**src/rtl/uart_pkg.sv**
```systemverilog
// Shared definitions for the UART receiver: FSM state encoding, error bit
// indices and the default bit period.
package uart_pkg;

  localparam int DEFAULT_CLKS_PER_BIT = 868;

  localparam logic [2:0] ST_IDLE   = 3'd0;
  localparam logic [2:0] ST_START  = 3'd1;
  localparam logic [2:0] ST_DATA   = 3'd2;
  localparam logic [2:0] ST_PARITY = 3'd3;
  localparam logic [2:0] ST_STOP   = 3'd4;
  localparam logic [2:0] ST_BREAK  = 3'd5;

  localparam int ERR_PARITY = 0;
  localparam int ERR_FRAME  = 1;

endpackage

```
**src/rtl/uart_rx_sync.sv**
```systemverilog
// Two-flop synchronizer for the serial input; both flops reset to the idle
// (high) line level so no false start edge is seen after reset.
module uart_rx_sync (
  input  logic clk,
  input  logic rst,
  input  logic d,
  output logic q
);

  logic meta;

  always_ff @(posedge clk) begin
    if (rst) begin
      meta <= 1'b1;
      q    <= 1'b1;
    end else begin
      meta <= d;
      q    <= meta;
    end
  end

endmodule

```
**src/rtl/uart_rx.sv**
```systemverilog
// UART receiver, 8 data bits, 1 stop bit, optional parity bit selected by the
// UART_PARITY_EN macro (undefined: 8N1). Current FSM state is exported on fsm_state.
module uart_rx
  import uart_pkg::*;
#(
  parameter int CLKS_PER_BIT = DEFAULT_CLKS_PER_BIT,
  parameter int PARITY_ODD   = 0
) (
  input  logic       clk,
  input  logic       rst,
  input  logic       rx,
  output logic [7:0] UART_data,
  output logic       UART_data_valid,
  output logic [1:0] UART_errors,
  output logic       UART_errors_valid,
  output logic [2:0] fsm_state
);

  localparam int CW = $clog2(CLKS_PER_BIT);
  localparam logic [CW-1:0] HALF_CNT = CW'(CLKS_PER_BIT / 2);
  localparam logic [CW-1:0] LAST_CNT = CW'(CLKS_PER_BIT - 1);

  if (CLKS_PER_BIT < 4 || CLKS_PER_BIT > 65535) begin : g_bad_clks_per_bit
    $error("uart_rx: CLKS_PER_BIT out of range 4..65535");
  end
  if (PARITY_ODD != 0 && PARITY_ODD != 1) begin : g_bad_parity_odd
    $error("uart_rx: PARITY_ODD must be 0 or 1");
  end

  logic          rx_s;
  logic          rx_prev;
  logic [2:0]    state;
  logic [CW-1:0] cnt;
  logic [2:0]    bit_cnt;
  logic [7:0]    shreg;
  logic          par_err;

`ifdef UART_PARITY_EN
  localparam logic [2:0] AFTER_DATA = ST_PARITY;
`else
  localparam logic [2:0] AFTER_DATA = ST_STOP;
  assign par_err = 1'b0;
`endif

  uart_rx_sync u_sync (
    .clk (clk),
    .rst (rst),
    .d   (rx),
    .q   (rx_s)
  );

  assign fsm_state = state;

  // Outputs have no ready: UART_data_valid / UART_errors_valid are single-cycle
  // pulses raised the cycle after the stop-bit sample; data/errors then hold.
  always_ff @(posedge clk) begin
    if (rst) begin
      state             <= ST_IDLE;
      cnt               <= '0;
      bit_cnt           <= '0;
      shreg             <= '0;
      rx_prev           <= 1'b1;
      UART_data         <= '0;
      UART_data_valid   <= 1'b0;
      UART_errors       <= '0;
      UART_errors_valid <= 1'b0;
`ifdef UART_PARITY_EN
      par_err           <= 1'b0;
`endif
    end else begin
      rx_prev           <= rx_s;
      UART_data_valid   <= 1'b0;
      UART_errors_valid <= 1'b0;
      case (state)
        ST_IDLE: begin
          if (rx_prev && !rx_s) begin
            state <= ST_START;
            cnt   <= '0;
          end
        end
        ST_START: begin
          if (cnt == HALF_CNT) begin
            cnt   <= '0;
            state <= rx_s ? ST_IDLE : ST_DATA;
          end else begin
            cnt <= cnt + 1'b1;
          end
        end
        ST_DATA: begin
          if (cnt == LAST_CNT) begin
            cnt     <= '0;
            shreg   <= {rx_s, shreg[7:1]};
            bit_cnt <= bit_cnt + 3'd1;
            if (bit_cnt == 3'd7) state <= AFTER_DATA;
          end else begin
            cnt <= cnt + 1'b1;
          end
        end
`ifdef UART_PARITY_EN
        ST_PARITY: begin
          if (cnt == LAST_CNT) begin
            cnt     <= '0;
            par_err <= ^shreg ^ rx_s ^ PARITY_ODD[0];
            state   <= ST_STOP;
          end else begin
            cnt <= cnt + 1'b1;
          end
        end
`endif
        ST_STOP: begin
          if (cnt == LAST_CNT) begin
            cnt <= '0;
            if (rx_s && !par_err) begin
              UART_data       <= shreg;
              UART_data_valid <= 1'b1;
              state           <= ST_IDLE;
            end else begin
              UART_errors[ERR_FRAME]  <= ~rx_s;
              UART_errors[ERR_PARITY] <= par_err;
              UART_errors_valid       <= 1'b1;
              // A low stop bit is treated as a line break until rx returns high.
              state <= rx_s ? ST_IDLE : ST_BREAK;
            end
          end else begin
            cnt <= cnt + 1'b1;
          end
        end
        ST_BREAK: begin
          if (rx_s) state <= ST_IDLE;
        end
        default: state <= ST_IDLE;
      endcase
    end
  end

endmodule

```
**config.mk**
```make
export PLATFORM = sky130hd
export DESIGN_NAME = uart_rx
export DESIGN_NICKNAME = d
export VERILOG_FILES = /design/src/rtl/uart_pkg.sv /design/src/rtl/uart_rx_sync.sv /design/src/rtl/uart_rx.sv
export SDC_FILE = /design/constraint.sdc
export NUM_CORES = 1
export LEC_CHECK = 0
export CAP_MARGIN = 40
export CORE_MARGIN = 2
export CORE_UTILIZATION = 50
export DETAILED_ROUTE_END_ITERATION = 8
export GPL_ROUTABILITY_DRIVEN = 0
export PLACE_DENSITY = 0.73
export SLEW_MARGIN = 20
export SYNTH_ARGS = -nofsm -noshare
export SYNTH_HDL_FRONTEND = slang
export SYNTH_SLANG_ARGS = --single-unit
```
**constraint.sdc**
```tcl
create_clock -name clk -period 2 [get_ports clk]
set_input_delay 0.4 -clock clk [delete_from_list [all_inputs] [get_ports clk]]
set_output_delay 0.4 -clock clk [all_outputs]
set_load 0.02 [all_outputs]
```
## Word-level counts from Yosys, hierarchy flattened

Index checks and enable logic that the tools add are counted.

- Reductions and logical operators: 11
- Eq/ne operators: 13
- Bitwise logic cells: 3
- $add $sub $neg: 2
- Multiplexer cells: 15

Operators by type and width:

| kind | number |
|---|---|
| 10-bit 2-to-1 mux | 3 |
| 10-bit one-hot mux with 3 select lines | 1 |
| 3-bit 2-to-1 mux | 7 |
| 3-bit one-hot mux with 5 select lines | 1 |
| 10-bit by 1-bit adder with 10-bit output (second input constant) | 1 |
| 10-bit equality test (second input constant) | 1 |
| 10-bit by 9-bit equality test with 1-bit output (second input constant) | 1 |
| 2-bit inequality test (second input constant) | 5 |
| 3-bit equality test (second input constant) | 3 |
| 3-bit AND reduction | 2 |
| 6-bit AND reduction | 1 |
| 2-bit AND reduction | 2 |
| 3-bit by 1-bit adder with 3-bit output (second input constant) | 1 |
| 3-bit by 1-bit equality test with 1-bit output (second input constant) | 1 |
| 3-bit by 2-bit equality test with 1-bit output (second input constant) | 1 |
| 3-bit zero test | 1 |
| 1-bit NOT | 3 |
| 3-bit nonzero test | 1 |
| 3-bit OR reduction | 1 |
| 1-bit 2-to-1 mux | 2 |
| 2-bit 2-to-1 mux | 1 |
| 2-bit by 1-bit inequality test with 1-bit output (second input constant) | 1 |
| 2-bit OR reduction | 1 |
| 1-bit logical AND | 1 |
| 1-bit zero test | 1 |

- Word-level logic and storage cells: 55
- Output and inout bits: 15
- Input port bits: 3
- Register bits: 38

## Longest topological paths before layout

Gate-level depths: netlist of the first run.

- Word-level depth: 4
- Gate-level depth with buffers: 8
- Gate-level depth less buffers: 7

## Cells and area by module

From an unflattened synthesis of the first run, not the netlist that was laid out.

- Cells, all modules: 207
- Area, all modules: 1809.2 µm²

By module, submodules not included:

| module | cells each | area an instance (µm²) | times used |
|---|---|---|---|
| uart_rx | 203 | 1756.7 | 1 |
| uart_rx_sync | 4 | 52.6 | 1 |

## Worst setup path after synthesis of the first run

No wires, ideal clock.

- Kind: register to register
- Start: register cnt[1]
- End: register state[2] (netlist: fsm_state[2])
- Cell stages (with the launch flop): 8
- Buffers on the path: 1
- Slack: 234 ps
- Data arrival time: 1636 ps
- Data required time: 1869 ps
- Setup time: 131 ps
- Period minus slack after synthesis: 1766 ps
- Cells stage by stage: dfxtp_1 ha_1 nor4bb_2 a311o_1 o311ai_2 buf_2 o21ai_0 o31ai_1

- Word-level cells in the longest chain between the ends: 3
- Elaborated cells on any way between the ends: 6
- Classes of those cells: eq/ne (5); reduce/logical (1)

RTL lines:

| item | RTL line | source |
|---|---|---|
| start: declaration | uart_rx.sv:33 | `logic [CW-1:0] cnt;` |
| start signal: assignment | uart_rx.sv:86 | `cnt <= cnt + 1'b1;` |
| start signal: assignment | uart_rx.sv:96 | `cnt <= cnt + 1'b1;` |
| start signal: assignment | uart_rx.sv:125 | `cnt <= cnt + 1'b1;` |
| 10-bit equality test / 10-bit by 9-bit equality test with 1-bit output (equally long branches) | uart_rx.sv:90, uart_rx.sv:111, uart_rx.sv:82 |  |
| 2-bit inequality test (no source line) | - |  |
| 6-bit AND reduction (no source line) (*) | - |  |
| end signal: assignment | uart_rx.sv:84 | `state <= rx_s ? ST_IDLE : ST_DATA;` |
| end signal: assignment | uart_rx.sv:122 | `state <= rx_s ? ST_IDLE : ST_BREAK;` |
| end: declaration | uart_rx.sv:32 | `logic [2:0] state;` |

Mark *: on every way between the ends. The rest lies on a longest branch, timed or not.
A chain may end at the register's enable or synchronous reset.

## Final worst setup path of the first run

- Start: register state[2] (netlist: fsm_state[2])
- End: output fsm_state[2]

RTL lines:

| item | RTL line | source |
|---|---|---|
| end: declaration | uart_rx.sv:16 | `output logic [2:0] fsm_state` |

No word-level cell between the ends.

==> metrics.txt, run 1 <==
outcome completed; CTS tree yes; First-pass DRT Iterations 4; Remaining DRCs 0; number of global-route vias before repair around 1500; Worst slew margin about two thirds; Root Driver clkbuf_4; Antenna diodes 0; largest family of logic cells by synthesized area simple AND/OR/NAND/NOR gates; warning count from the yosys run 0; critical path depth 1; # fillers between 300 and 400; GRT Overall Usage roughly a fifth; slowest stage delay, CP between 0.6 and 0.7 ns; Synth-to-Final Area Change 17.0%; initial antenna violation count 0; final setup vio count 0; post-DP HPWL between 2 and 3 mm; share of cells above drive strength 1 roughly 16%; global route overflow 0; flops & latches, synth 38; post-synthesis mux area share 6.24%; crit path capture type primary output; Worst Setup Start Kind register; worst-path cell chain clkdlybuf4s50_1; worst-margin pin slew a little under 0.5 ns; Post-synth EDFFs 0; register area share after synthesis between 40 and 50%; XOR/XNOR Fraction of Synth Area 1.49%; Layout Nets approximately 230; Mean Syn Cell Area between 8 and 9 um2; first-pass GRT wire length between 6 and 7 mm; Initial Util a little over half; Final Worst Setup Slack slightly below 0.07 ns; worst slack at placement between 0.03 and 0.04 ns; row cnt 21; Worst EP arrival roughly 1.5 ns; Detail Route Antenna Nets 0; skew final around 0.0041 ns; Critical path buffers and inverters 1; Final period util 96.6%; Final Non-Filler Cells approximately 270; final hold vios 0; Placed Cells 264; DRT Wirelength around 3.6 mm; Syn Nets 214; most common cell in the synthesized netlist dfxtp_1; Pwr per Cell Area 636 nW/um2; Pleak 0.819 nW; H-Tree Depth 2; WS Path Type reg -> out; routed via count 1496; Synth Area in Adders 2.83%; compound-gate portion of the synthesized area between 10% and 20%; ys async rst share 0%; drt via density between 5 and 6; die height between 60 and 70 um; Hold WC Path Type reg -> reg; worst skew pair latency around 0.34 ns; Core ar. between 3000 and 4000 um2; IO Port Bufs 16; final core utilization 61.4%; Iteration-0 DRC Markers between 100 and 150; final hold slack approximately 0.42 ns; WL/cell between 10 and 15 um; dominant cells by area after synthesis dfxtp_1 (43%), nand2_1 (7.0%), mux2i_1 (6.2%); CTS Buffer Depth 2; I/O pin count 18; CP required roughly 1.6 ns; CTS Buf Count 5; Num Clock Sinks 38; die area slightly above 4000 um2; RSZ-0062 raised after global routing false; Reg2Reg Depth 6; Fmax 518 MHz; DIE WIDTH between 60 and 70 um; Gate Count Post-Synth 207; crit path max fanout 9; Yosys top cell by area dfxtp_1; Tmin final 1.93 ns; largest net degree at the start of global routing 28; Crit path max-delay family buffers and inverters; postcts setup bufs 0; slowest stage cell, crit path clkdlybuf4s50_1; Yosys cell types 43; Slew Limit Fails 0; Worst-path clk slew between 0.1 and 0.15 ns; Yosys top cell area share roughly 43%; TNS Setup 0 ns; top cells by count, synth dfxtp_1 (38), nand2_1 (33), nor2_1 (25), a21oi_1 (12), mux2i_1 (11); Peak VDD IR between 400 and 500 uV; Post-Synth Simple-Gate Area 28.8%; Most used DFF post-synth dfxtp_1; Min-Delay Path Depth 1; Max Cap Violations 0; Post-Syn Area 1770 um2
[sequential cells by signal, indices dropped and copies added, names as in the netlist]
name	cells
u_sync.meta	1
UART_data	8
u_sync.q	1
rx_prev	1
fsm_state	3
bit_cnt	3
cnt	10
shreg	8
UART_errors_valid	1
UART_errors	1
UART_data_valid	1
[metal layers]
metal | up-vias | GRT usage [%] | routed length [um]
li1 | 742 | - | -
met1 | 703 | 24.6 | 1620
met2 | 46 | 33.3 | 1760
met3 | 5 | 4.29 | 187
met4 | 0 | 9.51 | 53
met5 | - | 0 | 0
[kinds of logic (layout without fill, tap and decap cells)]
| group | Yosys count | after routing |
|---|---|---|
| and+or+nand+nor | 101 | 101 |
| DFF | 38 | 38 |
| AOI/OAI and AO/OA | 32 | 32 |
| buffers and inverters | 17 | 36 |
| muxes | 11 | 11 |
| adders and majority gates | 4 | 4 |
| xor gates and xnor gates | 3 | 3 |
| other | 1 | 1 |
[area by class of cell]
| type | count | area [um2] | share of cell area, % |
|---|---|---|---|
| Multi-Input combinational cell | 152 | 940 | 45.5 |
| Tap cell | 46 | 57.6 | 2.79 |
| Inverter | 3 | 11.3 | 0.545 |
| Clock inverter | 2 | 12.5 | 0.606 |
| Clock buffer | 6 | 51.3 | 2.48 |
| Timing Repair Buffer | 25 | 228 | 11.0 |
| Sequential cell | 38 | 766 | 37.1 |
[path summary, 6_finish.rpt]
| check | startpoint | end | slack, ns |
|---|---|---|---|
| worst max-delay path | fsm_state[2] | fsm_state[2] | 0.07 |
| worst min-delay path | u_sync.meta | u_sync.q | 0.42 |
| worst max register to register | cnt[1] | cnt[9] | 0.11 |
| worst min register to register | u_sync.meta | u_sync.q | 0.42 |
[metrics by stage]
| stage | total power (W) | area (um2) |
|---|---|---|
| floorplan | 0.000871 | 1770 |
| global placement | 0.000901 | 1970 |
| detailed placement | 0.000909 | 1970 |
| CTS | 0.00132 | 2040 |
| global route | 0.00137 | 2070 |
| finish | 0.00131 | 2070 |
[repair_timing]
action	in CTS	in global routing
resized for setup	1	7
endpoints found under the setup margin	1	33
hold buffers	0	0
pin swaps	0	1
[where the power goes]
group,internal (W),switching [W]
Combinational,0.0000501,0.0000688
Sequential,0.000766,0.0000125
Clock,0.000169,0.000247
Total,0.000985,0.000329
[placed cells by master, fill, tap and decap left out, types with 5 or more instances in the layout]
master           Yosys  layout
mux2i_1             11      11
nand2_1             33      33
clkdlybuf4s50_1      0      16
buf_4                3       9
clkbuf_4             0       5
dfxtp_1             38      34
a21oi_1             12      12
nor2_1              25      25
nand3_1              7       7
or2_2                6       6
nor2b_1              6       6
nor3_1               8       8
No activity file was read; power rests on OpenSTA's default activity.
==> inputs of run 2 (changes only) <==
--- a/config.mk
+++ b/config.mk
@@ -6,11 +6,11 @@
 export NUM_CORES = 1
 export LEC_CHECK = 0
 export CAP_MARGIN = 40
-export CORE_MARGIN = 2
-export CORE_UTILIZATION = 50
+export CORE_MARGIN = 1
+export CORE_UTILIZATION = 40
 export DETAILED_ROUTE_END_ITERATION = 8
 export GPL_ROUTABILITY_DRIVEN = 0
-export PLACE_DENSITY = 0.73
+export PLACE_DENSITY = 0.61
 export SLEW_MARGIN = 20
 export SYNTH_ARGS = -nofsm -noshare
 export SYNTH_HDL_FRONTEND = slang
==> metrics.txt, run 2 (synthesis gave the netlist of run 1 again) <==
First-pass DRT Iterations 4; RSZ-0062 raised after global routing false; Min-Delay Endpoint u_sync.q; drt via density a little over 5; CP required 2.21 ns; DIE WIDTH slightly below 70 um; WS Path Type reg -> reg; max reg flops 10; Core ar. 4120 um2; TNS Setup 0 ns; IO Port Bufs 16; Worst slew margin between 60 and 70%; reg-to-reg slack, setup roughly 0.13 ns; initial antenna violation count 0; routed via count 1424; Min-Delay Path Depth 1; H-Tree Depth 2; Pleak approximately 0.89 nW; largest reg by FF count cnt; DRT Wirelength ~3.5 mm; Initial Util approximately 43%; commonest non-fill, non-tap cell in the layout dfxtp_1; CTS Buffer Depth 2; Synth-to-Final Area Change 20.0%; Detail Route Antenna Nets 0; Worst-path clk slew approximately 0.08 ns; slowest stage delay, CP ~0.39 ns; first-pass GRT wire length between 5 and 6 mm; CTS tree yes; Critical path buffers and inverters 0; worst-path cell chain ha_2, nor4bb_4, a311o_1, o311ai_4, nand2b_4, o41ai_2; number of global-route vias before repair 1233; die area 4680 um2; Reg2Reg Depth 6; Pwr per Cell Area between 600 and 700 nW/um2; reg-to-reg endpoint fsm_state[0]; crit path launch cnt[0]; largest net degree at the start of global routing 23; Antenna diodes 0; skew final roughly 0.012 ns; final core utilization 51.5%; Num Clock Sinks 38; most frequent cells in the layout dfxtp_1 (37), nand2_1 (33), nor2_1 (25); Iteration-0 DRC Markers ~140; CTS Buf Count 5; Fmax 534 MHz; Tmin final 1.87 ns; Root Driver clkbuf_8; Worst Setup Start Kind register; post-DP HPWL ~2.4 mm; die height 68.4 um; outcome completed; Layout Nets between 200 and 250; Regs by FF count cnt (10), UART_data (8), shreg (8); final hold slack 0.416 ns; GRT Overall Usage between 10% and 20%; Crit path max-delay family compound AO/OA/AOI/OAI gates; post-route cell area about 2100 um2; Final period util 93.6%; Hold WC Path Type reg -> reg; share of cells above drive strength 1 15.7%; crit path capture type register; slowest stage cell, crit path dfxtp_1; # fillers between 300 and 400; Worst EP arrival between 2 and 2.5 ns; worst-margin pin slew about 0.53 ns; post-layout power approximately 0.0014 W; worst skew pair latency slightly below 0.3 ns; crit path max fanout 8; Remaining DRCs 0; Placed Area approximately 2000 um2; I/O pin count 18; Slew Limit Fails 0; Max Cap Violations 0; reg-to-reg startpoint cnt[0]; hold wc startpoint u_sync.meta; global route overflow 0; row cnt 23; final setup vio count 0; WL/cell roughly 13 um; Peak VDD IR ~460 uV; final hold vios 0
run 2: cell count changes in the layout (fill, tap and decap cells not counted):
cell	delta
clkbuf_8	+4
clkbuf_4	-5
clkinvlp_4	-1
dlymetal6s2s_1	+2
buf_4	+4
dfxtp_2	-3
clkdlybuf4s50_1	-2
and4_4	+1
and4_2	-1
dfxtp_1	+3
clkinv_2	+1
run 2: layout make-up:
cell class                 count  area [um2]  share of cell area, %
sequential                    38         762                   36.0
clock inverter                 2        10.0                  0.473
clock buffer                   5        68.8                   3.25
multi-input combinational    152         941                   44.4
tap                           50        62.6                   2.95
timing repair buffer          29         263                   12.4
inverter                       3        11.3                  0.532
run 2: what timing repair did:
| action | 4_1_cts | 5_1_grt |
|---|---|---|
| setup buffers | 0 | 0 |
| hold buffers | 0 | 0 |
| pin swaps | 0 | 1 |
| gates resized for setup | 1 | 7 |
| setup endpoints to repair | 1 | 25 |
run 2: metrics by stage:
stage	cells	worst slack (ns)
final	279	0.127
after global routing	279	0.0216
after CTS	279	0.00852
after detailed placement	272	0.0257
after global placement	272	0.0970
after floorplan	207	0.234
run 2: how the worst max path moves through the flow:
stage               slack, ns  cells past startpoint           end
finish                   0.13                      6  fsm_state[0]
global route             0.02                      7        cnt[1]
CTS                     0.009                      6  UART_data[7]
detailed placement       0.03                      6  UART_data[7]
global placement          0.1                      6  UART_data[7]
floorplan                0.23                      7  fsm_state[2]
run 2: layer usage:
layer,GRT usage (%),share of wire (%),wire [um]
met5,0,0,0
met4,7.03,1.5,53
met3,4.00,3.1,109
met2,24.5,43,1510
met1,23.5,52,1830
run 2: power by group:
part / switching (W) / internal [W] / total, W
clock network: 0.000270 / 0.000234 / 0.000504
logic: 0.0000686 / 0.0000491 / 0.000118
registers: 0.00000977 / 0.000765 / 0.000775
total: 0.000349 / 0.00105 / 0.00140
==> inputs of run 3 (changes only) <==
--- a/config.mk
+++ b/config.mk
@@ -5,9 +5,11 @@
 export SDC_FILE = /design/constraint.sdc
 export NUM_CORES = 1
 export LEC_CHECK = 0
+export ABC_CLOCK_PERIOD_IN_PS = 2000
 export CAP_MARGIN = 40
 export CORE_MARGIN = 1
 export CORE_UTILIZATION = 40
+export CTS_BUF_LIST = sky130_fd_sc_hd__clkbuf_16
 export DETAILED_ROUTE_END_ITERATION = 8
 export GPL_ROUTABILITY_DRIVEN = 0
 export PLACE_DENSITY = 0.61
==> constraint.sdc (replaced) <==
create_clock -name clk -period 2 [get_ports clk]
set_input_delay 0.3 -clock clk [delete_from_list [all_inputs] [get_ports clk]]
set_output_delay 0.3 -clock clk [all_outputs]
set_load 0.02 [all_outputs]
==> metrics.txt, run 3 (synthesis gave the netlist of run 1 again) <==
switching pwr between 0.0003 and 0.0004 W; reg-to-reg slack, setup 0.15 ns; die area around 4700 um2; Max Cap Violations 0; worst-margin pin slew about 0.51 ns; skew final about 0.0046 ns; drt via density 5.15; Seq pwr share a little under half; largest net degree at the start of global routing 28; post-DP HPWL around 2.4 mm; Sw Share 23.4%; GRT Overall Usage 16.8%; WS Path Type reg -> out; Initial Util between 40 and 50%; CP required approximately 1.7 ns; largest reg by FF count cnt; Int Pwr between 0.001 and 0.0015 W; Worst slew margin 65.6%; row cnt 23; reg-to-reg startpoint cnt[0]; share of cells above drive strength 1 between 10% and 20%; WL/cell between 10 and 15 um; Antenna diodes 0; CTS Buf Count 5; Synth-to-Final Area Change 23.0%; final hold vios 0; Slew Limit Fails 0; Pwr per Cell Area about 770 nW/um2; initial antenna violation count 0; Layout Nets around 240; DRT Wirelength between 3 and 4 mm; reg-to-reg endpoint cnt[4]; H-Tree Depth 2; TNS Setup 0 ns; # fillers 400; most frequent cells in the layout dfxtp_1 (38), nand2_1 (33), nor2_1 (25); Pleak about 0.88 nW; Worst Setup Start Kind register; Final period util a little under 100%; first-pass GRT wire length 5.77 mm; I/O pin count 18; Worst-path clk slew around 0.06 ns; CTS Buffer Depth 2; Logic pwr share roughly 7.5%; Num Clock Sinks 38; CTS tree yes; IO Port Bufs 16; Tmin final just under 2 ns; Peak VDD IR 510 uV; worst skew pair latency 0.28 ns; final hold slack about 0.43 ns; Remaining DRCs 0; commonest non-fill, non-tap cell in the layout dfxtp_1; Detail Route Antenna Nets 0; crit path capture type primary output; Hold WC Path Type reg -> reg; RSZ-0062 raised after global routing false; die height 68.4 um; hold wc startpoint u_sync.meta; global route overflow 0; Reg2Reg Depth 9; number of global-route vias before repair approximately 1200; outcome completed; final core utilization ~53%; Min-Delay Path Depth 1; routed via count about 1400; area of the multi-input gates approximately 930 um2; FF+latch area approximately 760 um2; Fmax 520 MHz; Regs by FF count cnt (10), UART_data (8), shreg (8); Worst EP arrival 1.62 ns; Iteration-0 DRC Markers 147; max reg flops 10; clock network fraction of design power a little under half; DIE WIDTH between 60 and 70 um; postcts setup bufs 0; Core ar. about 4100 um2; First-pass DRT Iterations 4; crit path max fanout 10; Min-Delay Endpoint u_sync.q; Root Driver clkbuf_16; final setup vio count 0
## run 3: changes by cell type in the layout (fill, tap and decap cells not counted), moves of 2 or more
cell             previous run  this run
clkbuf_16                   0         5
clkdlybuf4s50_1            14        16
clkbuf_8                    5         0
dlymetal6s2s_1              2         0
## run 3: power by group through the flow
stage | Clock (W) | Sequential, W | Combinational (W)
after floorplan | 0 | 0.000789 | 0.0000821
after global placement | 0 | 0.000789 | 0.000126
after detailed placement | 0 | 0.000790 | 0.000126
after CTS | 0.000775 | 0.000773 | 0.000126
after global routing | 0.000803 | 0.000774 | 0.000138
final | 0.000765 | 0.000773 | 0.000126
## run 3: how the worst max path moves through the flow
stage               depth (start not counted)           end          from  slack, ns
floorplan                                   7  fsm_state[2]        cnt[1]       0.23
global placement                            6  UART_data[7]        cnt[0]       0.12
detailed placement                          6  UART_data[7]        cnt[1]       0.09
CTS                                         6  UART_data[0]        cnt[1]       0.07
global route                                2  fsm_state[1]  fsm_state[1]       0.01
finish                                      2  fsm_state[1]  fsm_state[1]       0.08
## run 3: layer usage
metal | routed length, um | vias to the layer above | track usage (%)
met1 | 1880 | 671 | 24.0
li1 | - | 749 | -
met3 | 102 | 6 | 4.00
met5 | 0 | - | 0
met2 | 1470 | 22 | 23.0
met4 | 60 | 0 | 8.59
## run 3: critical path, stage by stage, from the launching register on
cell and delay (ns):
dfxtp_1 0.50, buf_4 0.24, clkdlybuf4s50_1 0.61
## run 3: per-stage QoR
step           cells  area, um2  power (W)  setup slack, ns
2_1_floorplan    207       1770   0.000871            0.234
3_3_place_gp     273       2020   0.000916            0.116
3_5_place_dp     273       2020   0.000916           0.0857
4_1_cts          281       2160    0.00167           0.0697
5_1_grt          281       2170    0.00172           0.0134
6_report         281       2170    0.00166           0.0785
## run 3: area by class of cell
class,instances,area share [%]
Timing Repair Buffer,30,12.2
Clock buffer,5,5.76
Inverter,3,0.518
Sequential cell,38,35.0
Clock inverter,3,0.749
Tap cell,50,2.88
Multi-Input combinational cell,152,42.9
## run 3: timing repair
action,CTS,global route
hold buffers,0,0
setup endpoints to repair,0,9
gates resized for setup,0,4
